--- config.mk ---
export PLATFORM = sky130hd
export DESIGN_NAME = xfer_sequencer
export DESIGN_NICKNAME = d
export VERILOG_FILES = /design/src/rtl/xfer_sequencer.sv
export SDC_FILE = /design/constraint.sdc
export NUM_CORES = 1
export LEC_CHECK = 0
export CAP_MARGIN = 20
export CORE_MARGIN = 2
export CORE_UTILIZATION = 46
export DETAILED_ROUTE_END_ITERATION = 8
export PLACE_DENSITY = 0.71
export SYNTH_ARGS = -nofsm -noshare
export SYNTH_HDL_FRONTEND = slang
export SYNTH_SLANG_ARGS = --single-unit
export TNS_END_PERCENT = 20
--- constraint.sdc ---
create_clock -name SYSCLK -period 1.72 [get_ports SYSCLK]
set_input_delay 0.258 -clock SYSCLK [delete_from_list [all_inputs] [get_ports SYSCLK]]
set_output_delay 0.258 -clock SYSCLK [all_outputs]
set_load 0.005 [all_outputs]
--- src/rtl/xfer_sequencer.sv ---
// Sequences one register-to-register transfer over a shared 12-bit bus built
// from MULTILATCH-style registers: drive source, open destination hold, strobe latch.
module xfer_sequencer #(
  parameter int NREG  = 8,
  parameter int DWELL = 1
) (
  input  logic            SYSCLK,
  input  logic            RESET,
  input  logic            req,
  input  logic [2:0]      src,
  input  logic [2:0]      dst,
  output logic [NREG-1:0] oe,
  output logic [NREG-1:0] hold,
  output logic [NREG-1:0] latch,
  output logic            busy,
  output logic            done,
  output logic            err
);

  typedef enum logic [2:0] {IDLE, DRIVE, SAMPLE, LATCH, RELEASE} state_t;

  localparam logic [NREG-1:0] ALL1 = '1;

  state_t     state;
  logic [2:0] src_q, dst_q;
  logic [3:0] cnt;

  function automatic logic [NREG-1:0] dec(input logic [2:0] idx);
    logic [NREG-1:0] v;
    v = '0;
    for (int k = 0; k < NREG; k++) v[k] = (idx == 3'(k));
    return v;
  endfunction

  // Outputs are loaded with the values of the state being entered, so every
  // output is a flop decoded from state and the captured indices.
  always_ff @(posedge SYSCLK) begin
    if (RESET) begin
      state <= IDLE;
      src_q <= '0;
      dst_q <= '0;
      cnt   <= '0;
      oe    <= '0;
      hold  <= ALL1;
      latch <= '0;
      busy  <= 1'b0;
      done  <= 1'b0;
      err   <= 1'b0;
    end else begin
      done <= 1'b0;
      err  <= 1'b0;
      case (state)
        IDLE: begin
          if (req) begin
            src_q <= src;
            dst_q <= dst;
            if (int'(src) < NREG && int'(dst) < NREG) begin
              state <= DRIVE;
              cnt   <= 4'(DWELL - 1);
              oe    <= dec(src);
              busy  <= 1'b1;
            end else begin
              err <= 1'b1;
            end
          end
        end
        DRIVE: begin
          if (cnt == 4'd0) begin
            state <= SAMPLE;
            oe    <= dec(src_q);
            hold  <= ~dec(dst_q);
          end else begin
            cnt <= cnt - 4'd1;
          end
        end
        SAMPLE: begin
          // Freeze the holding stage in the same cycle the strobe rises.
          state <= LATCH;
          hold  <= ALL1;
          latch <= dec(dst_q);
        end
        LATCH: begin
          state <= RELEASE;
          oe    <= '0;
          latch <= '0;
          done  <= 1'b1;
        end
        RELEASE: begin
          state <= IDLE;
          busy  <= 1'b0;
        end
        default: begin
          state <= IDLE;
          oe    <= '0;
          hold  <= ALL1;
          latch <= '0;
          busy  <= 1'b0;
        end
      endcase
    end
  end

endmodule

## Word-level counts from Yosys, hierarchy flattened

Index checks and enable logic that the tools add are counted.
W data, S select, Z words.

- Input bits: 9
- Word-level logic and storage cells: 73
- Register bits: 39
- Output and inout bits: 27

- Bitwise operators: 4
- Muxes and demuxes: 15
- Eq/ne operators: 28
- Reductions and logical operators: 16
- Add/subtract/negate cells: 1

Operator list:

| kind | count |
|---|---|
| $eq A3 B3 Y1 const B | 13 |
| $pmux W8 S2 | 2 |
| $eq A3 B2 Y1 const B | 8 |
| $mux W8 | 3 |
| $pmux W8 S3 | 1 |
| $eq A3 B1 Y1 const B | 4 |
| $logic_not A3 Y1 | 4 |
| $pmux W3 S4 | 1 |
| $reduce_or A3 Y1 | 3 |
| $mux W4 | 2 |
| $not A8 Y8 | 1 |
| $pmux W4 S2 | 1 |
| $reduce_and A2 Y1 | 4 |
| $mux W3 | 2 |
| $ne A2 B2 Y1 const B | 3 |
| $reduce_and A3 Y1 | 2 |
| $logic_not A4 Y1 | 1 |
| $sub A4 B1 Y4 const B | 1 |
| $not A1 Y1 | 3 |
| $mux W1 | 2 |
| $pmux W1 S2 | 1 |
| $reduce_bool A2 Y1 | 1 |
| $reduce_or A2 Y1 | 1 |

## Depth between registers and ports, before layout

Gate-level depths: netlist of run 1.

- Word-level depth: 4
- Mapped depth: 6
- Depth with buffers taken out: 5

## Worst setup path before layout of run 1

No wires, ideal clock.

- Kind: flip-flop to flip-flop
- Start: reg state[2]
- End: reg cnt[3]
- Path slack: 0.018 ns
- Period minus slack after synthesis: 1.702 ns
- Required time: 1.640 ns
- Data arrival time: 1.623 ns
- Library setup time: 0.080 ns
- Cell stages (with the launch flop): 6
- Path buffers: 2
- Cell sequence: dfxtp_1 -> buf_6 -> or3b_1 -> buf_6 -> or4_4 -> a211oi_2

- Longest elaborated chain between the ends: 3
- Elaborated cells on any way between the ends: 7
- Classes of those cells: eq/ne (3); mux (1); reduce/logical (3)

Ends and longest elaborated chain:

| element | line | source |
|---|---|---|
| start: declaration | 24 | `state_t state;` |
| start signal: assignment | 39 | `state <= IDLE;` |
| start signal: assignment | 58 | `state <= DRIVE;` |
| start signal: assignment | 69 | `state <= SAMPLE;` |
| $eq A3 B1 Y1 or $logic_not A3 Y1 (tied branches) | 52 | `case (state)` |
| $ne A2 B2 Y1 (no source line) or $reduce_bool A2 Y1 (tied branches) | -- |  |
| $reduce_and A3 Y1 (no source line) | -- |  |
| end signal: assignment | 59 | `cnt <= 4'(DWELL - 1);` |
| end signal: assignment | 73 | `cnt <= cnt - 4'd1;` |
| end: declaration | 26 | `logic [3:0] cnt;` |

Several ways; a longest one is shown, not always the timed one.
A chain may end at the register's enable or synchronous reset.

## Worst setup path in the final report of run 1

- Start: in req
- End: reg dst_q[1]

- Longest elaborated chain between the ends: 1

Ends and longest elaborated chain:

| element | line | source |
|---|---|---|
| start: declaration | 9 | `input logic req,` |
| $reduce_and A2 Y1 (no source line) | -- |  |
| end signal: assignment | 56 | `dst_q <= dst;` |
| end: declaration | 25 | `logic [2:0] src_q, dst_q;` |

Every way passes these cells.

==> results list, run 1 <==
- The wire-length estimate of the detail-placed layout is between 2000 and 3000 microns.
- The synthesized design spends more area on one cell type than any other, namely dfxtp_1.
- For this configuration, the core starts out at a cell density of between 40% and 50%.
- The tightest min-delay check is of the flop to flop type.
- STA puts the critical path data arrival time at 1840 ps.
* Setup repair after global routing missed its margin: false
* Type of the worst setup path: input port to flop
* Number of antenna violations at the first check in global routing: 0
- The flow ran to the end, and the final reports show no timing, DRC or antenna violations.
- Number of distinct standard cells referenced by the synthesized netlist: 45
* DRC violation count after routing: 0
- Port bufs: 34
- The synthesized design contains 0 enable-type register cells.
- Post-route fraction of the period consumed by the critical path: between 90% and 100%
- Setup TNS: 0 ps
* Fin cells: 298
* Hold Fails Final Rpt: 0
- dfxtp_1 is the most common cell in the netlist.
* Starting DRC count in detailed routing: 76
- A synthesized cell averages 9.167 sq um.
- Setup violations remaining at the end of the flow were counted as 0.
* Share of final-layout standard cells stronger than drive strength 1: 18.80%
- Antenna viol nets, final: 0
- Critical path fanouts, max: 7
* CTS HTree Levels: 2
- The count of pins over their slew limit is 0.
- Wires add up to 4199 microns.
* Worst skew pair latency: 290 ps
* Antenna Cells: 0
* Die ar.: 4486 sq um
- The analysis attributes to cell leakage a power of 0.9204 nW.
- Share of total power in sequential cells: between 40% and 50%
- The region available for standard cell placement spans 3744 sq um.
- Timing would allow up to roughly 600 MHz.
- Setup Fix Bufs, Post-CTS: 0
- For this run the aggregate overflow at the end of global routing stands at 0.
- For the finished layout, the period the worst path requires is 1676 ps.
- FF+latch area: roughly 780 sq um
* Last weighted congestion value of the routability-driven placer: just over 0.8
- Power density normalized to cell area: 781.8 nW/um^2
* Routed via count divided by cell count: ~5.6
* Met2 usage in global routing: a little under a third
* Length of the first detailed-routing pass in iterations: 4
- In this run, synthesis produced a sequential element count of 39.
- All-Layer GR Usage: 19.71%
- The via count of the first global-routing pass is 1474.
- Type of element launching the critical path: input port
- First-pass GRT wire length: 6782 microns
- Sequential elements use 42.80% of the synthesized area.
* Core Rows: 22
- Data on the critical path is required at its endpoint by 1890 ps.
- TritonCTS built the clock tree.
- In the final routed layout, each cell accounts on average for 14.09 microns.
- Synthesis handed over a netlist of 199 instances.
- Once placement completed, the tool counted placed cells totaling between 200 and 300.
- For this run, global-route usage on met3 was measured as 4.561%.
- Net load switching power: 0.0005347 W
* Root Buffer: clkbuf_8
- Number of max-capacitance violations reported: 0
- Area contributors post-synth: dfxtp_1 (43%), mux2i_1 (6.0%), nor2_1 (3.7%), a21oi_1 (3.3%), nand2_1 (3.1%)
* Proportion of synthesized flip-flops having asynchronous set or reset: 0%
- The die is between 60 and 70 microns wide.
- The signal on the critical path passes through clkdlybuf4s50_1, or4b_2, buf_4, nand2_1, a21oi_1.
- Power after layout: 0.001951 W
- Via count: 1658
- Fill cells in the final layout number around 330.
* Combinational share of power: 19.3%
* Number of synthesis warnings: 0
* Total number of clock tree sinks: 39
- Post-Synthesis Net Count: about 210
- Clock tree buffer depth: 2
- Most frequently used flop master after synthesis: dfxtp_1
- STA classifies the critical path endpoint as a flop.
- Maximum number of pins on one net before global-route repair: 39
- Of the post-synthesis cell area, the dominant cell type holds 42.80%.
* Final worst clock skew: 3.842 ps
- Max rail drop VDD: 0.0006574 V
- From bottom edge to top edge, the die measures roughly 67 microns.
* Slowest-stage cell, CP: or4b_2
- The synthesized netlist occupies a cell area of between 1500 and 2000 sq um.
- Number of ports placed on the die boundary: 36
- Met1 Resource Use GR: around a quarter
* Sw Share: 27.41%
- From synthesis to final layout, the design area changed by 36.76%.
* Global routing's busiest layer: met2
* Combined area of the multi-input logic cells: 989.7 sq um
* CP max stage delay: 730 ps
- Cell-internal power: 0.001416 W
- In this run, the clock network consumes a little under a third of the power.
- TritonCTS Buffers: 5
- After clock tree synthesis, the clock-pin slew on the worst setup and hold paths is 80 ps.
- The commonest cells after synthesis are dfxtp_1 (39), nor2_1 (18), nand2_1 (15).
- Final nets: 259
==> cell families after synthesis <==
kind of cell             share of synthesized area [%]
other                                           0.2056
AO/OA/AOI/OAI                                    18.24
AND/OR/NAND/NOR                                  24.97
multiplexers                                     6.653
flip-flops                                       42.80
buffers and inverters                            6.447
adder cells (fa/ha/maj)                         0.6858
==> cells in the final DEF (no fill, tap or decap), types with 7 or more instances in the layout <==
| cell type | n |
|---|---|
| clkdlybuf4s50_1 | 34 |
| dfxtp_1 | 38 |
| inv_1 | 8 |
| a21oi_1 | 12 |
| mux2i_1 | 11 |
| nor2_1 | 18 |
| nor3_1 | 8 |
| nand2_1 | 15 |
| a22oi_1 | 7 |
| buf_4 | 25 |
==> state kept, by name, indices dropped and copies added, names as in the netlist <==
signal	count
oe	8
state	3
src_q	3
busy	1
dst_q	3
hold	8
latch	8
cnt	4
done	1
==> routing by layer <==
metal  share of wire (%)  vias to the layer above
met1                  47                      788
met4                0.83                        0
li1                    -                      827
met5                   0                        -
met3                 4.2                        4
met2                  48                       39
==> repair_timing <==
action                                  CTS  global route
hold buffers                              0             0
resized for setup                         3             7
endpoints found under the setup margin    5            12
pin swaps                                 0             2
==> per-stage QoR <==
stage	worst slack (ps)	cell area [sq um]	utilization, %	hold WS (ps)
global route	6.245	2495	66.64	504.3
CTS	-7.782	2451	65.47	477.0
floorplan	17.89	1824	-	394.0
detailed placement	-272.5	2345	62.63	448.6
global placement	-239.9	2345	62.63	447.2
finish	43.89	2495	66.64	473.7
==> critical path, delay by kind of cell <==
family / cells / cell delay (ps)
buffers and inverters: 2 / 720
and+or+nand+nor: 2 / 810
AOI/OAI and AO/OA: 1 / 60
==> cell type report <==
type	instances	share of cell area [%]
clock buffer	6	2.909
clock inverter	2	0.5015
tap	48	2.407
multi-input combinational	135	39.67
timing repair buffer	60	21.97
inverter	8	1.204
sequential	39	31.34
==> worst paths after layout <==
path              slack (ps)  cells past startpoint                   from                    end
setup / recovery          40                      5                    req  dst_q[1]$_SDFFE_PP0P_
hold / removal           470                      1     oe[6]$_SDFFE_PP0P_     oe[6]$_SDFFE_PP0P_
setup reg to reg          70                      4  state[2]$_SDFFE_PP0P_  dst_q[1]$_SDFFE_PP0P_
hold reg to reg          470                      1     oe[6]$_SDFFE_PP0P_     oe[6]$_SDFFE_PP0P_
==> power by group through the flow <==
stage / clock (W) / sequential (W) / combinational, W
final: 0.000601 / 0.000973 / 0.000377
after detailed placement: 0 / 0.000991 / 0.000350
after global routing: 0.000659 / 0.000978 / 0.000404
after CTS: 0.000624 / 0.000971 / 0.000360
after global placement: 0 / 0.000990 / 0.000342
after floorplan: 0 / 0.000976 / 0.000216
No activity file was read; power rests on OpenSTA's default activity.
==> run 2: changes to the inputs <==
--- a/config.mk
+++ b/config.mk
@@ -6,6 +6,7 @@
 export NUM_CORES = 1
 export LEC_CHECK = 0
 export CAP_MARGIN = 20
+export CORE_ASPECT_RATIO = 1.4
 export CORE_MARGIN = 2
 export CORE_UTILIZATION = 46
 export DETAILED_ROUTE_END_ITERATION = 8
==> run 2 against run 1 <==
  * Setup slack improved by 39 ps
  * Global-route usage increased by 1.2 points
  * Sequential power about the same
  * Non-clock buffer count increased by 3
  * Final area decreased by 0.25%
  * Combinational power decreased by 3%
  * Sequential share of layout area increased by 0.079 points
  * Critical path depth increased by 1
  * Final cell count decreased by 0.67%
  * Clock skew increased by 0.51 ps
  * Critical path type is now flop to flop
  * Critical endpoint is now oe[5]$_SDFFE_PP0P_
  * Largest power group unchanged
==> results list, run 2 (same netlist as run 1, synthesis figures left out) <==
* Run status: finished clean
- The worst setup path is captured at a flop.
- Starting DRC count in detailed routing: 75 (-1.3%)
* Start point of the worst hold path: oe[6]$_SDFFE_PP0P_
* Power after layout: 0.001954 W (+0.19%)
* Worst hold path depth: 1 (unchanged)
- The power density over the cells was 785.3 nW/um^2 (+0.44%).
- Hold Fails Final Rpt: 0 (unchanged)
- The average via count per standard cell is 5.666 (+1.8%).
* Most frequent standard cell in the layout excluding fill and tap cells: dfxtp_1
* Die width: 57.22 microns (-15%)
- The slack of the worst reg-to-reg path was 80 ps (about the same).
- Top metal layer carrying routed signals: met4
* Final HPWL DP: 3004 microns (+1.9%)
- CTS placed an instance of clkbuf_8 at the clock tree root.
- DR WL met2: 2137 microns (+5.5%)
* Leading registers by flop count: hold: 8 flops, latch: 8 flops, oe: 8 flops
- The final setup slack of the worst path was 82.67 ps (+38.77 ps).
* TritonCTS clock tree: done
- CTS HTree Levels: 2 (unchanged)
* Overflow left after global routing: 0 (unchanged)
- The endpoint arrival time on the critical path was 1880 ps (+40 ps).
- The vertical die dimension was 78.51 microns (+17%).
- Final non-filler cell area: 2489 sq um (-0.25%)
- Min cycle time layout: 1637 ps (-38.77 ps)
- Number of antenna violations at the first check in global routing: 0 (unchanged)
- Reg-to-reg endpoint: oe[5]$_SDFFE_PP0P_
- Number of filler cells placed in the layout: 344 (+3.3%)
- Via count: 1677 (+1.1%)
* Final max-slew violation count: 0 (unchanged)
* Type of element launching the critical path: flop
* First-pass GRT wire length: 7383 microns (+8.9%)
- Total wire length: 4293 microns (+2.2%)
- Port bufs: 34 (unchanged)
- Share of the core filled with cells in the final layout: 64.06% (-2.6 points)
* Core Rows: 27 (+23%)
- All-Layer GR Usage: 20.88% (+1.2 points)
- The maximum clock frequency is 610.7 MHz (+2.4%).
* Detailed route wirelength on metal3: 208 microns (+18%)
- The post-route antenna net violation count is 0 (unchanged).
- The final setup skew is 4.357 ps (+0.5143 ps).
* Post-route fraction of the period consumed by the critical path: 95.19% (-2.3 points)
- The sequential standard cell area was 782.0 sq um (unchanged).
- The number of setup violations in the final report was 0 (unchanged).
- Post-CTS clock slew at the launch and capture registers of the worst setup and hold paths: 70 ps (about the same)
* Endpoint with the worst hold slack: oe[6]$_SDFFE_PP0P_
* Logic depth of the worst register-to-register path: 6 (+2)
- Length of the first detailed-routing pass in iterations: 4 (unchanged)
* Slowest-stage cell, CP: or3b_4
- The worst supply voltage drop on vdd is 0.0007601 V (+16%).
* Type of the worst setup path: flop to flop
- Total number of clock tree sinks: 39 (unchanged)
* DRC violation count after routing: 0 (unchanged)
* Combined area of the multi-input logic cells: 979.7 sq um (-1.0%)
- The placer congestion estimate came to 0.8292 (-0.32%).
* Share of final-layout standard cells stronger than drive strength 1: 20.55% (+1.8 points)
- The worst hold margin was 468.1 ps (-5.621 ps).
- Worst hold-check path type: flop to flop
* Via count of the first global-routing pass: 1589 (+7.8%)
- The full die area is 4492 sq um (+0.15%).
- WL met1: 1868 microns (-4.7%)
- The top-level I/O count came to 36 (unchanged).
* TritonCTS Buffers: 5 (unchanged)
- Maximum number of pins on one net before global-route repair: 39 (unchanged)
- Routed length per instance: 14.50 microns (+2.9%)
* Cell area reported after detailed placement: 2349 sq um (+0.16%)
- Pleak: 0.9293 nW (+0.97%)
- CP max stage delay: 400 ps (-330 ps)
* Cells traversed along the worst timing path: inv_1, ha_2, or3b_4, buf_4, o32ai_2, a32o_1
- The number of max-capacitance violations reported was 0 (unchanged).
- R2R Path Start: cnt[0]$_SDFFE_PP0P_
- Final nets: 262 (+1.2%)
* Clock tree buffer depth: 2 (unchanged)
- Most frequent cells in the layout: dfxtp_1 (38), clkdlybuf4s50_1 (34), buf_4 (29)
* Required @ worst endpoint: 1960 ps (+70 ps)
* Antenna Cells: 0 (unchanged)
- Post-Place Worst Slack: -266.2 ps (+6.235 ps)
* Area growth from synthesis to final layout: 36.42%
- Worst skew pair latency: 290 ps (about the same)
- Initial standard-cell utilization of the core: 46.96% (-1.8 points)
* Critical path fanouts, max: 3 (-4)
* Cts-stage hold buffer count: 0 (unchanged)
- The area of the placeable core is 3885 sq um (+3.8%).
-- run 2: cell types whose count changed in the layout (fill, tap and decap cells not counted), sizes merged --
cell	before	now
buf	26	29
-- run 2: cell type report --
class	instances	share of cell area [%]
clock buffer	6	2.916
clock inverter	2	0.5028
inverter	8	1.207
multi-input combinational	135	39.37
sequential	39	31.42
tap	43	2.162
timing repair buffer	63	22.42
-- run 2: metrics by stage --
step,std cells,setup TNS (ps)
detailed placement,288,-4485
finish,296,0
floorplan,199,0
CTS,296,0
global placement,288,-4174
global route,296,-1.696
-- run 2: critical path: cells and delay by family (launching register included) --
family / cells / cell delay, ps
flip-flops: 1 / 320
AND/OR/NAND/NOR: 1 / 400
adder cells (fa/ha/maj): 1 / 180
buffers and inverters: 2 / 250
AO/OA/AOI/OAI: 2 / 430
-- run 2: routing by layer --
metal  global-route usage [%]  up-vias
met2                    35.98       40
met4                    6.744        0
met5                        0        -
met3                    5.272        8
li1                         -      834
met1                    25.03      795
-- run 2: worst max-delay path by stage --
stage / start / endpoint / slack, ps / cells past startpoint
floorplan: state[2]$_SDFFE_PP0P_ / cnt[3]$_SDFFE_PP0P_ / 20 / 5
global placement: RESET / oe[5]$_SDFFE_PP0P_ / -260 / 4
detailed placement: RESET / oe[3]$_SDFFE_PP0P_ / -270 / 4
CTS: cnt[0]$_SDFFE_PP0P_ / oe[7]$_SDFFE_PP0P_ / 2 / 6
global route: cnt[0]$_SDFFE_PP0P_ / oe[7]$_SDFFE_PP0P_ / -2 / 6
finish: cnt[0]$_SDFFE_PP0P_ / oe[5]$_SDFFE_PP0P_ / 80 / 6
-- run 2: what timing repair did --
action                     in CTS  in global routing
setup endpoints to repair      14                 17
gates cloned                    0                  0
gates resized for setup         4                  7
pin swaps                       0                  1
setup buffers                   0                  0
-- run 2: report_power, final --
group	internal [W]	leakage, nW	switching [W]
clock network	0.000283	0.0412	0.000328
logic	0.000193	0.571	0.000174
registers	0.000935	0.317	0.0000401
total	0.00141	0.929	0.000543
